--- config.mk ---
export PLATFORM = sky130hd
export DESIGN_NAME = norm_l_seq
export DESIGN_NICKNAME = d
export VERILOG_FILES = /design/src/rtl/norm_l_seq_pkg.sv /design/src/rtl/norm_l_seq.sv
export SDC_FILE = /design/constraint.sdc
export NUM_CORES = 1
export LEC_CHECK = 0
export CAP_MARGIN = 10
export CORE_UTILIZATION = 65
export CTS_CLUSTER_DIAMETER = 80
export CTS_CLUSTER_SIZE = 30
export DETAILED_ROUTE_END_ITERATION = 8
export DONT_BUFFER_PORTS = 1
export GPL_TIMING_DRIVEN = 0
export MAX_ROUTING_LAYER = met4
export PLACE_DENSITY = 0.81
export SETUP_SLACK_MARGIN = 0.2
export SLEW_MARGIN = 0
export SYNTH_ARGS = -nofsm -noshare
export SYNTH_HDL_FRONTEND = slang
export SYNTH_SLANG_ARGS = --single-unit
--- constraint.sdc ---
create_clock -name clock -period 4.27 [get_ports clock]
set_input_delay 0.854 -clock clock [delete_from_list [all_inputs] [get_ports clock]]
set_output_delay 0.854 -clock clock [all_outputs]
set_load 0.05 [all_outputs]
--- src/rtl/norm_l_seq_pkg.sv ---
// Shared G.729 encoder definitions: norm_l FSM states and 32-bit constants.
package norm_l_seq_pkg;

    typedef enum logic [1:0] {
        IDLE = 2'd0,
        CALC = 2'd1,
        DONE = 2'd2
    } state_t;

    localparam int          NORM_MAX = 31;
    localparam int          CNT_W    = 5;
    localparam logic [31:0] ZERO32   = 32'h0000_0000;
    localparam logic [31:0] ONES32   = 32'hFFFF_FFFF;

endpackage

--- src/rtl/norm_l_seq.sv ---
// Sequential G.729 norm_l: counts the left shifts needed to normalise a
// signed 32-bit operand, one shift per CALC cycle.
//
// Handshake: start is sampled only while IDLE (busy=0); the operand var1 is
// captured on that same edge and may change afterwards. Starts seen while
// busy=1 are dropped. done pulses for exactly one cycle when norm, neg_norm
// and norm_val are updated; those outputs then hold until the next done.
module norm_l_seq
    import norm_l_seq_pkg::*;
(
    input  logic        clock,
    input  logic        reset,
    input  logic        start,
    input  logic [31:0] var1,
    output logic        done,
    output logic        busy,
    output logic [15:0] norm,
    output logic [15:0] neg_norm,
    output logic [31:0] norm_val,
    output state_t      dbg_state
);

    state_t             r_state;
    state_t             w_state_next;
    logic [31:0]        r_work;
    logic [31:0]        r_shift;
    logic [CNT_W-1:0]   r_cnt;
    logic               r_done;
    logic               r_busy;
    logic [15:0]        r_norm;
    logic [15:0]        r_neg_norm;
    logic [31:0]        r_norm_val;
    logic               w_differ;
    logic               w_special;

    // Normalised once the two top bits of the work register disagree.
    assign w_differ  = r_work[31] ^ r_work[30];
    // Zero and all-ones have fixed answers and skip the shift loop.
    assign w_special = (var1 == ZERO32) || (var1 == ONES32);

    // Next-state decode.
    always_comb begin
        w_state_next = r_state;
        case (r_state)
            IDLE: begin
                if (start) begin
                    w_state_next = w_special ? DONE : CALC;
                end
            end
            CALC: begin
                if (w_differ) begin
                    w_state_next = DONE;
                end
            end
            DONE:    w_state_next = IDLE;
            default: w_state_next = IDLE;
        endcase
    end

    // State register; reset takes priority over any start.
    always_ff @(posedge clock) begin
        if (reset) begin
            r_state <= IDLE;
        end else begin
            r_state <= w_state_next;
        end
    end

    // Datapath: operand capture, shift loop and result publication.
    always_ff @(posedge clock) begin
        if (reset) begin
            r_work     <= ZERO32;
            r_shift    <= ZERO32;
            r_cnt      <= '0;
            r_done     <= 1'b0;
            r_busy     <= 1'b0;
            r_norm     <= 16'h0000;
            r_neg_norm <= 16'h0000;
            r_norm_val <= ZERO32;
        end else begin
            r_done <= 1'b0;
            r_busy <= (w_state_next != IDLE);
            case (r_state)
                IDLE: begin
                    if (start) begin
                        r_work <= var1;
                        if (var1 == ONES32) begin
                            // All-ones normalises to the maximum shift.
                            r_shift <= ONES32 << NORM_MAX;
                            r_cnt   <= CNT_W'(NORM_MAX);
                        end else begin
                            r_shift <= var1;
                            r_cnt   <= '0;
                        end
                    end
                end
                CALC: begin
                    if (!w_differ) begin
                        r_work  <= r_work << 1;
                        r_shift <= r_shift << 1;
                        r_cnt   <= r_cnt + 1'b1;
                    end
                end
                DONE: begin
                    r_done     <= 1'b1;
                    r_norm     <= {11'b0, r_cnt};
                    r_neg_norm <= 16'h0000 - {11'b0, r_cnt};
                    r_norm_val <= r_shift;
                end
                default: begin
                    r_done <= 1'b0;
                end
            endcase
        end
    end

    assign done      = r_done;
    assign busy      = r_busy;
    assign norm      = r_norm;
    assign neg_norm  = r_neg_norm;
    assign norm_val  = r_norm_val;
    assign dbg_state = r_state;

endmodule

==> results.md, run 1 <==
- Total core area: approximately 8000 µm²
- Worst setup SP type: register
- Yosys warns: 0
- PnR worst setup slack: 1.73 ns
- Tot Pwr: 3.20 mW
- Starting Density: 0.668
- Crit path depth: 1
- Routed wire per std cell: roughly 19 µm
- Pwr/cell area: roughly 500 nW/µm²
- DRT antenna net count: 0
- Chip Width: 93.7 µm
- Initial antenna violation count: 0
- Layout cell share with drive strength beyond 1: 0.125
- Gate power share: 0.148
- Hold Buf Count CTS: 0
- Critical Path RT: around 3.4 ns
- Synthesized area: 5460 µm²
- Reg power frac: 0.389
- Clock-pin slew on the worst setup and hold paths: about 0.06 ns
- Vias in the first global route: about 4800
- CP Cell Sequence: buf_4
- Max incr delay on CP: 0.84 ns
- Slowest CP cell: dfxtp_1
- First DRT Iteration DRCs: between 500 and 600
- Vias: around 5000
- Cell Int Power: about 2.3 mW
- Port Buf Inserts: 0
- Worst Setup End Kind: output pin
- Clk_lat worst skew: 0.52 ns
- Clock root cell: clkbuf_8
- Power share of the clock group: 0.462
- Hold depth: 2
- Global-route wire length before repair: about 24000 µm
- Tcrit/Tclk final: 0.594
- Final Hold Vio Count: 0
- Setup TNS: 0 ns
- Setup WS pre-CTS: 2.00 ns
- Cts repair resizes: 0
- Critical path type: reg2out
- Count of flip-flops with a built-in enable after synthesis: 0
- Vias per inst: about 6.4
- CTS tree: built
- Placement-stage cell area: 5630 µm²
- HP Class: reg2reg
- Fin area: ~6300 µm²
- Most frequent cells in the layout: nand2_1, dfxtp_1, a21oi_1
- Area of the multi-input gates: around 2700 µm²
- Unrepaired setup endpoints after global routing: no
- Synth top area cells: dfxtp_1, nand2_1, a21oi_1
- Worst hold slack: 0.474 ns
- Synth top area share: 0.421
- # nets final: a little over 700
- Worst Tran Pin Value: approximately 0.8 ns
- First-pass DRT Iterations: 6
- Status: completed
- Filler cells: 619
- Area leader, netlist: dfxtp_1
- Net Sw Frac: 0.281
- Fmax achieved: just under 400 MHz
- Num ports: 103
- Die span in y: between 90 and 100 µm
- Worst IR Drop VDD: ~370 µV
- Die area: 8780 µm²
- Routed WL: between 10000 and 15000 µm
- Sequential cell area: around 2300 µm²
- HPWL Detailed: roughly 11000 µm
- #FFs+latches synth: 115
- Pin count of the biggest net entering global routing: 17
- Setup repair bufs after CTS: 0
- Sequential fraction of the synthesis area: 0.421
- GPL Wtd Cong: 1.02
- Max-cap violations: 0
- Most common cell after layout, fill and taps aside: nand2_1
- Global Route Usage Sum: 0.362
- CTS sink cnt: roughly 120
- Ys async rst share: 0
- WP buf/inv: 1
- Clock Skew: 0.00812 ns
- Crit Path Max Fanout: 12
- Endpoints failing setup: 0
- Relative slew slack: 0.465
- Reg2Reg Depth: 5
- Syn Area/Cell: between 8 and 9 µm²
- Syn Inst Count: around 650
- H-tree levels: 4
- Minimum clock period: approximately 2.5 ns
- Total CTS buffers: 17
- WP data arrival: roughly 1.7 ns
- # rows: 33
- Leak: 2.45 nW
- DRC Markers: 0
- Synth Flop Type: dfxtp_1
- Layout area overhead: 14.5%
- Synth cell types: 43
- GRT overflow: 0
- Fin. max-slew vios: 0
- NetSw: ~0.90 mW
- Longest Clk Path Bufs: 2
- Crit path max-delay family: flip-flops
- ANT cells: 0
[layer usage]
metal	vias up	GRT usage	part of all wire
met1	2369	0.442	0.41
met2	304	0.556	0.46
met4	0	0.167	0.036
met3	59	0.102	0.091
li1	2401	-	-
met5	-	-	0
[through the flow]
step                      utilization  instances
after CTS                       0.765        800
after detailed placement        0.689        768
final                           0.765        800
after global routing            0.765        800
after global placement          0.689        768
after floorplan                     -        663
[worst reg2reg max path, stage by stage, from the launching register on]
cell and delay, ns:
dfxtp_1 0.63, buf_2 0.32, clkbuf_1 0.42, clkbuf_1 0.51, nor3_1 0.16, o32ai_1 0.34
[registers in the layout, indices dropped and copies added, names as in the netlist]
| signal | count |
|---|---|
| r_work | 32 |
| norm | 4 |
| neg_norm | 6 |
| norm_val | 32 |
| r_cnt | 5 |
| done | 1 |
| busy | 1 |
| r_shift | 32 |
| dbg_state | 2 |
[power groups by stage]
stage	Clock (mW)	Sequential, mW	Combinational [mW]
6_report	1.48	1.25	0.475
5_1_grt	1.54	1.26	0.511
4_1_cts	1.48	1.24	0.466
3_5_place_dp	0	1.26	0.460
3_3_place_gp	0	1.26	0.445
2_1_floorplan	0	1.24	0.377
[cell families (layout without fill, tap and decap cells)]
group / Yosys count / after routing / synth area share
AOI/OAI and AO/OA: 248 / 248 / 0.312
and+or+nand+nor: 188 / 188 / 0.153
DFF: 115 / 115 / 0.421
buffers and inverters: 93 / 125 / 0.0957
xor gates and xnor gates: 4 / 4 / 0.00779
adders and majority gates: 2 / 2 / 0.00458
muxes: 2 / 2 / 0.00435
other: 1 / 11 / 0.000686
[worst paths after layout]
kind	from	end	slack, ns
max	neg_norm[14]	neg_norm[7]	1.73
min	r_work[11]	r_work[11]	0.47
max reg2reg	dbg_state[1]	r_cnt[2]	1.79
min reg2reg	r_work[11]	r_work[11]	0.47
[cell type report]
| class | instances | share of cell area |
|---|---|---|
| plain buffers | 90 | 0.0818 |
| clock buffers | 18 | 0.0668 |
| clock inverters | 14 | 0.0324 |
| inverters | 3 | 0.00180 |
| multi-input cells | 455 | 0.428 |
| flip-flops and latches | 115 | 0.368 |
| well taps | 105 | 0.0210 |
[cells in the mapped netlist (all sizes together) (3+ instances only)]
| cell type | number |
|---|---|
| dfxtp | 115 |
| nand2 | 146 |
| nor2 | 4 |
| nor4 | 10 |
| a211o | 61 |
| o221a | 30 |
| xnor2 | 3 |
| buf | 52 |
| a21oi | 108 |
| nand4 | 10 |
| o21ai | 35 |
| o32ai | 3 |
| inv | 3 |
| clkbuf | 38 |
| nor3 | 4 |
(Power assumes the default switching activity.)
==> inputs of run 2 (changes only) <==
--- a/config.mk
+++ b/config.mk
@@ -6,14 +6,14 @@
 export NUM_CORES = 1
 export LEC_CHECK = 0
 export CAP_MARGIN = 10
-export CORE_UTILIZATION = 65
+export CORE_UTILIZATION = 57
 export CTS_CLUSTER_DIAMETER = 80
 export CTS_CLUSTER_SIZE = 30
 export DETAILED_ROUTE_END_ITERATION = 8
 export DONT_BUFFER_PORTS = 1
 export GPL_TIMING_DRIVEN = 0
 export MAX_ROUTING_LAYER = met4
-export PLACE_DENSITY = 0.81
+export PLACE_DENSITY = 0.75
 export SETUP_SLACK_MARGIN = 0.2
 export SLEW_MARGIN = 0
 export SYNTH_ARGS = -nofsm -noshare
==> constraint.sdc (replaced) <==
create_clock -name clock -period 2.3 [get_ports clock]
set_input_delay 0.46 -clock clock [delete_from_list [all_inputs] [get_ports clock]]
set_output_delay 0.46 -clock clock [all_outputs]
set_load 0.05 [all_outputs]
==> run 2 against run 1 <==
  * Wire length is 4.0% higher
  * Critical path depth stayed put
  * Register-to-register slack worse by 1.4 ns
  * Core utilization is 9.1 points lower
  * Clock-buffer cell count is 1 lower
  * Global-route usage is 3.4 points lower
  * Clock skew is 0.0010 ns higher
  * First-iteration DRC count is 6.5% higher
  * Total power is 76% higher
  * Setup slack worse by 1.4 ns
  * Critical path type unchanged
  * Non-clock buffer count stayed put
  * Sequential share of layout area is 0.25 points higher
==> results.md, run 2 (synthesis results as in run 1) <==
- Status: completed
- Most frequent cells in the layout: nand2_1, dfxtp_1, a21oi_1
- Port Buf Inserts: 0
- Layout cell share with drive strength beyond 1: 0.142
- Total core area: 9240 µm²
- Final Hold Vio Count: 0
- WP buf/inv: 1
- Clk_lat worst skew: between 0.5 and 0.6 ns
- Clock Skew: ~0.0091 ns
- Endpoints failing setup: 0
- DRC Markers: 0
- Worst IR Drop VDD: roughly 630 µV
- ANT cells: 0
- Crit Path Max Fanout: 3
- Vias in the first global route: around 4800
- Crit path max-delay family: flip-flops
- HP Class: in2reg
- Filler cells: 797
- H-tree levels: 4
- Worst Tran Pin Value: 0.771 ns
- Launch point of the worst path: neg_norm[0]
- Layout area overhead: 14.0%
- Chip Width: around 100 µm
- GPL Wtd Cong: ~0.96
- Die area: about 10000 µm²
- Net Sw Frac: 0.300
- Starting Density: 0.591
- Num ports: ~100
- Initial antenna violation count: 0
- Global Route Usage Sum: 0.328
- First DRT Iteration DRCs: approximately 540
- GRT overflow: 0
- Most common cell after layout, fill and taps aside: nand2_1
- CTS tree: built
- Global-route wire length before repair: 24400 µm
- Critical path type: reg2out
- Vias per inst: 6.25
- Cell Int Power: between 3 and 4 mW
- Hold Startpoint: var1[31]
- NetSw: about 1.7 mW
- Unrepaired setup endpoints after global routing: no
- Clock-pin slew on the worst setup and hold paths: 0.06 ns
- Core Util, Final: 0.674
- # nets final: about 720
- Routed wire per std cell: roughly 19 µm
- Power share of the clock group: 0.431
- Minimum clock period: a little under 2 ns
- Gate power share: 0.160
- Tot Pwr: between 5 and 6 mW
- Pin count of the biggest net entering global routing: 17
- Worst setup SP type: register
- R2r startpoint: dbg_state[1]
- Relative slew slack: 0.485
- Pwr/cell area: about 900 nW/µm²
- Slowest CP cell: dfxtp_1
- Routed WL: 15500 µm
- Critical Path RT: 1.84 ns
- Tcrit/Tclk final: 0.841
- HPWL Detailed: around 11000 µm
- Reg power frac: 0.410
- CP Cell Sequence: buf_4
- Vias: about 5100
- Max-cap violations: 0
- Die span in y: 99.9 µm
- # rows: 35
- Worst Setup End Kind: output pin
- CTS sink cnt: approximately 120
- Total CTS buffers: 17
- First-pass DRT Iterations: 5
- Fin. max-slew vios: 0
- Clock root cell: clkbuf_8
- Fmax achieved: slightly above 500 MHz
- DRT antenna net count: 0
- Leak: about 2.4 nW
- Max incr delay on CP: around 0.66 ns
- WP data arrival: between 1 and 1.5 ns
- Longest Clk Path Bufs: 2
-- run 2: cell count changes in the layout (fill, tap and decap cells not counted), sizes merged --
cell	delta
inv	-1
bufinv	-3
clkinvlp	+3
clkinv	+2
clkbuf	-1
-- run 2: final cells by class --
| class | instances | area (µm²) | area share |
|---|---|---|---|
| buffer | 90 | 522 | 0.0838 |
| clock buffer | 17 | 414 | 0.0665 |
| sequential | 115 | 2310 | 0.371 |
| tap | 129 | 161 | 0.0259 |
| inverter | 3 | 11.3 | 0.00181 |
| multi-input combinational | 455 | 2680 | 0.430 |
| clock inverter | 15 | 135 | 0.0217 |
-- run 2: metrics by stage --
step           worst slack (ns)  cells  hold WS, ns  area (µm²)  setup TNS (ns)
2_1_floorplan             0.458    663        0.430        5500               0
3_3_place_gp            -0.0931    792        0.448        5660          -0.834
3_5_place_dp             -0.115    792        0.455        5660          -0.856
4_1_cts                   0.223    824       0.0985        6220               0
5_1_grt                   0.275    824        0.122        6230               0
6_report                  0.366    824       0.0948        6230               0
-- run 2: worst paths after layout --
check / to / slack (ns) / cells past startpoint
worst max-delay path: norm[0] / 0.37 / 1
worst min-delay path: r_work[31] / 0.09 / 2
worst max register to register: norm_val[3] / 0.37 / 6
worst min register to register: norm_val[31] / 0.46 / 2
-- run 2: repair_timing --
item / in CTS / in global routing
endpoints found under the setup margin: 100 / 32
hold buffers: 0 / 0
resized for setup: 6 / 11
setup buffers: 0 / 0
-- run 2: power by group through the flow --
stage | Combinational (mW) | Clock (mW) | Sequential, mW
after floorplan | 0.700 | 0 | 2.30
after global placement | 0.848 | 0 | 2.34
after detailed placement | 0.871 | 0 | 2.34
after CTS | 0.880 | 2.43 | 2.30
after global routing | 0.969 | 2.54 | 2.32
final | 0.899 | 2.43 | 2.31
-- run 2: per-layer routing --
metal / vias to the layer above / track usage / wire length [µm]
li1: 2409 / - / -
met1: 2405 / 0.414 / 6700
met2: 278 / 0.499 / 7070
met3: 54 / 0.0877 / 1230
met4: 0 / 0.131 / 509
met5: - / - / 0
==> inputs of run 3 (changes only) <==
==> constraint.sdc (replaced) <==
create_clock -name clock -period 1.6 [get_ports clock]
set_input_delay 0.32 -clock clock [delete_from_list [all_inputs] [get_ports clock]]
set_output_delay 0.32 -clock clock [all_outputs]
set_load 0.05 [all_outputs]
==> run 3 against run 2 <==
  * The run now ends with setup timing left
  * Clock skew up 0.00055 ns
  * Die area unchanged
  * Sequential share of layout area down 7.1 points
  * Register-to-register slack worse by 0.51 ns
  * Critical path depth up 5
==> results.md, run 3 (synthesis results as in run 1) <==
- Status: finished, violations left
- Failing checks: setup timing
- WP data arrival: roughly 2.2 ns
- First-pass DRT Iterations: 7
- Clock root cell: clkbuf_8
- Initial antenna violation count: 0
- # rows: 35
- Reg2Reg Depth: 6
- Max-cap violations: 0
- Pin count of the biggest net entering global routing: 17
- Fmax achieved: roughly 570 MHz
- Num ports: 103
- Critical path type: reg2reg
- Routed wire per std cell: 23.6 µm
- Leak: 3.06 nW
- GRT overflow: 0
- Post-Layout Cell Count: 860
- DRC Markers: 0
- Final Hold Vio Count: 0
- Layout cell share with drive strength beyond 1: 0.444
- Pwr/cell area: around 1100 nW/µm²
- Die area: 9980 µm²
- Layout area overhead: 45.1%
- HPWL Detailed: roughly 11000 µm
- Sequential cell area: between 2000 and 2500 µm²
- # nets final: approximately 760
- Routed WL: slightly above 20000 µm
- Clk_lat worst skew: roughly 0.53 ns
- Relative slew slack: 0.425
- Most common cell after layout, fill and taps aside: nand2_1
- PnR worst setup slack: -0.144 ns
- HP Class: in2reg
- Area of the multi-input gates: around 3300 µm²
- H-tree levels: 4
- Filler cells: approximately 470
- Fin. max-slew vios: 0
- CTS sink cnt: roughly 120
- Worst IR Drop VDD: 745 µV
- Worst Tran Pin Value: approximately 0.86 ns
- Hold depth: 2
- Tcrit/Tclk final: 1.09
- First DRT Iteration DRCs: about 630
- Global Route Usage Sum: 0.363
- Most frequent cells in the layout: nand2_1, dfxtp_1, a211o_1
- Fin area: slightly below 8000 µm²
- Port Buf Inserts: 0
- Longest Clk Path Bufs: 2
- Worst Setup End Kind: register
- Setup TNS: -3.91 ns
- Vias in the first global route: between 5000 and 6000
- Minimum clock period: between 1.5 and 2 ns
- Starting Density: 0.591
- Vias: roughly 5800
- Reg2Reg Setup Slack: -0.14 ns
- CTS tree: built
- Placement-stage cell area: 5770 µm²
- Critical Path RT: about 2.0 ns
- Endpoints failing setup: 85
- Clock-pin slew on the worst setup and hold paths: 0.06 ns
- # placed instances: approximately 800
- Total core area: ~9000 µm²
- Crit Path Max Fanout: 8
- Vias per inst: roughly 6.7
- GPL Wtd Cong: just over 0.9
- Total CTS buffers: 17
- Worst setup SP type: register
- Global-route wire length before repair: 26800 µm
- Unrepaired setup endpoints after global routing: yes
- DRT antenna net count: 0
- Chip Width: 99.9 µm
- Die span in y: ~100 µm
- Clock Skew: 0.00970 ns
[run 3: metrics by stage]
stage                     power (mW)  hold WS [ns]  utilization  setup slack [ns]
after global routing            9.14      -0.00598        0.857            -0.181
after floorplan                 4.36         0.431            -             0.115
after detailed placement        4.66         0.467        0.625            -0.327
final                           8.93       0.00195        0.858            -0.144
after CTS                       8.50       0.00560        0.769          -0.00576
after global placement          4.61         0.463        0.625            -0.282
[run 3: cell type report]
type,count,share of cell area
diodes,1,0.000316
flip-flops and latches,115,0.299
repair buffers,36,0.0687
multi-input cells,455,0.423
clock inverters,11,0.0141
well taps,129,0.0204
plain buffers,90,0.118
clock buffers,20,0.0549
inverters,3,0.00142
[run 3: power by group]
| part | switching, mW | total (mW) | internal (mW) |
|---|---|---|---|
| Sequential | 0.265 | 3.35 | 3.08 |
| Clock | 1.38 | 3.61 | 2.23 |
| Combinational | 1.03 | 1.97 | 0.941 |
[run 3: routing by layer]
metal | track usage | share of wire
met4 | 0.193 | 0.058
met5 | - | 0
met2 | 0.576 | 0.46
met1 | 0.424 | 0.37
met3 | 0.0898 | 0.11
[run 3: path summary, 6_finish.rpt]
check	startpoint	end
worst max-delay path	dbg_state[0]	r_work[21]
worst min-delay path	reset	dbg_state[0]
worst max register to register	dbg_state[0]	r_work[21]
worst min register to register	r_shift[18]	norm_val[18]
[run 3: worst max-delay path: stages, from the launching register on]
cell and delay [ns]:
dfxtp_4 0.51, mux2i_4 0.35, buf_8 0.20, buf_12 0.16
clkbuf_16 0.15, o21ai_1 0.07, a21oi_1 0.21
[run 3: timing repair]
action,4_1_cts,5_1_grt
hold endpoints to repair,2,0
resized for setup,167,158
gates cloned,7,9
pin swaps,12,54
hold buffers,2,0
setup endpoints to repair,169,126
setup buffers,14,4
==> patch, RTL diff (config.mk and constraints of run 3) <==
Set the package constant `NORM_MAX` to 15 (it was 31).
--- a/src/rtl/norm_l_seq_pkg.sv
+++ b/src/rtl/norm_l_seq_pkg.sv
@@ -7,7 +7,7 @@
         DONE = 2'd2
     } state_t;
 
-    localparam int          NORM_MAX = 31;
+    localparam int          NORM_MAX = 15;
     localparam int          CNT_W    = 5;
     localparam logic [31:0] ZERO32   = 32'h0000_0000;
     localparam logic [31:0] ONES32   = 32'hFFFF_FFFF;
Function: changed (Yosys sat finds a counterexample within 4 cycles, from zero or initial values and one cycle with reset high).
==> patch against run 3 <==
  * The flow finishes with violations (negative hold slack, negative setup slack)
  * Design area rose by 1.9%
  * Routed wire length rose by 21%
  * Synthesized cell count fell by 3.8%
  * Combinational power rose by 29%
  * Worst setup slack got worse by 46 ps
  * Total power rose by 11%
  * Synthesized area fell by 7.0%
  * Count of clock-buffer cells in the layout rose by 2
  * Sequential cell count did not move
  * Clock skew fell by 0.93 ps
  * Critical path type unchanged
  * Largest power group unchanged
==> patch: results (changes against run 3) <==
- Outcome: complete, but fails checks
- Violated checks: negative hold slack, negative setup slack
- DP Cell Count: 746 (-5.8%)
- Multi-input gate area: 0.00340 mm² (+1.4%)
- Worst slew pin tran: 739 ps (-123 ps)
- Invs w/o clock: 4 (+1)
- Area contributors post-synth: dfxtp_1, nand2_1, a21oi_1
- Cells resized by post-CTS repair: 121 (-28%)
- Final setup vio count: 71 (-16%)
- CP Max Fanout: 6 (-2)
- WHS: -12.7 ps (-14.6 ps)
- VDD IR max: 866 µV (+16%)
- Initial antenna violation count: 1 (+1)
- Comb_multi_in: 439 (-3.5%)
- Vias per inst: 7.39 (+10%)
- Fillers: 263 (-44%)
- Buffering overhead: 19.5% (+0.81 points)
- TritonRoute pass-1 iters: 8 (+1)
- Final clock-cell share: 7.13% (+0.23 points)
- Number of DRC markers in iteration 0: 832 (+32%)
- Origin of the worst min-delay path: var1[18]
- Layout overhead on the synthesized area: 58.9%
- Worst hold endpoint: r_shift[18]
- Via Count: 6115 (+6.2%)
- Share of cells above drive strength 1: 53.8% (+9.4 points)
- Final hold violations: 1 (+1)
- Avg WL per Cell: 29.7 µm (+26%)
- PnR worst setup slack: -190 ps (-45.5 ps)
patch: metal layers:
layer  global-route usage, %  vias up
li1                        -     2380
met1                    44.1     2787
met2                    57.5      711
met3                    9.31      237
met4                    19.9        0
met5                       -        -
patch: power breakdown:
part	switching (mW)	internal, mW
sequential	0.430	3.15
clock	1.43	2.37
combinational	1.41	1.14
patch: logic make-up after synthesis:
| kind of cell | Yosys count | share of synthesized area (%) |
|---|---|---|
| simple gates | 233 | 19.9 |
| compound gates | 186 | 24.2 |
| flops | 115 | 45.3 |
| buf+inv | 84 | 8.59 |
| xor+xnor | 4 | 0.837 |
| mux | 3 | 0.689 |
| fa+ha+maj | 2 | 0.492 |
| other cells | 1 | 0.0738 |
patch: worst max-delay path: cells and delay by family, from the launching register on:
family                 cells  cell delay, ps
AO/OA/AOI/OAI              1             390
AND/OR/NAND/NOR            2             310
flip-flops                 1             450
buffers and inverters      3             500
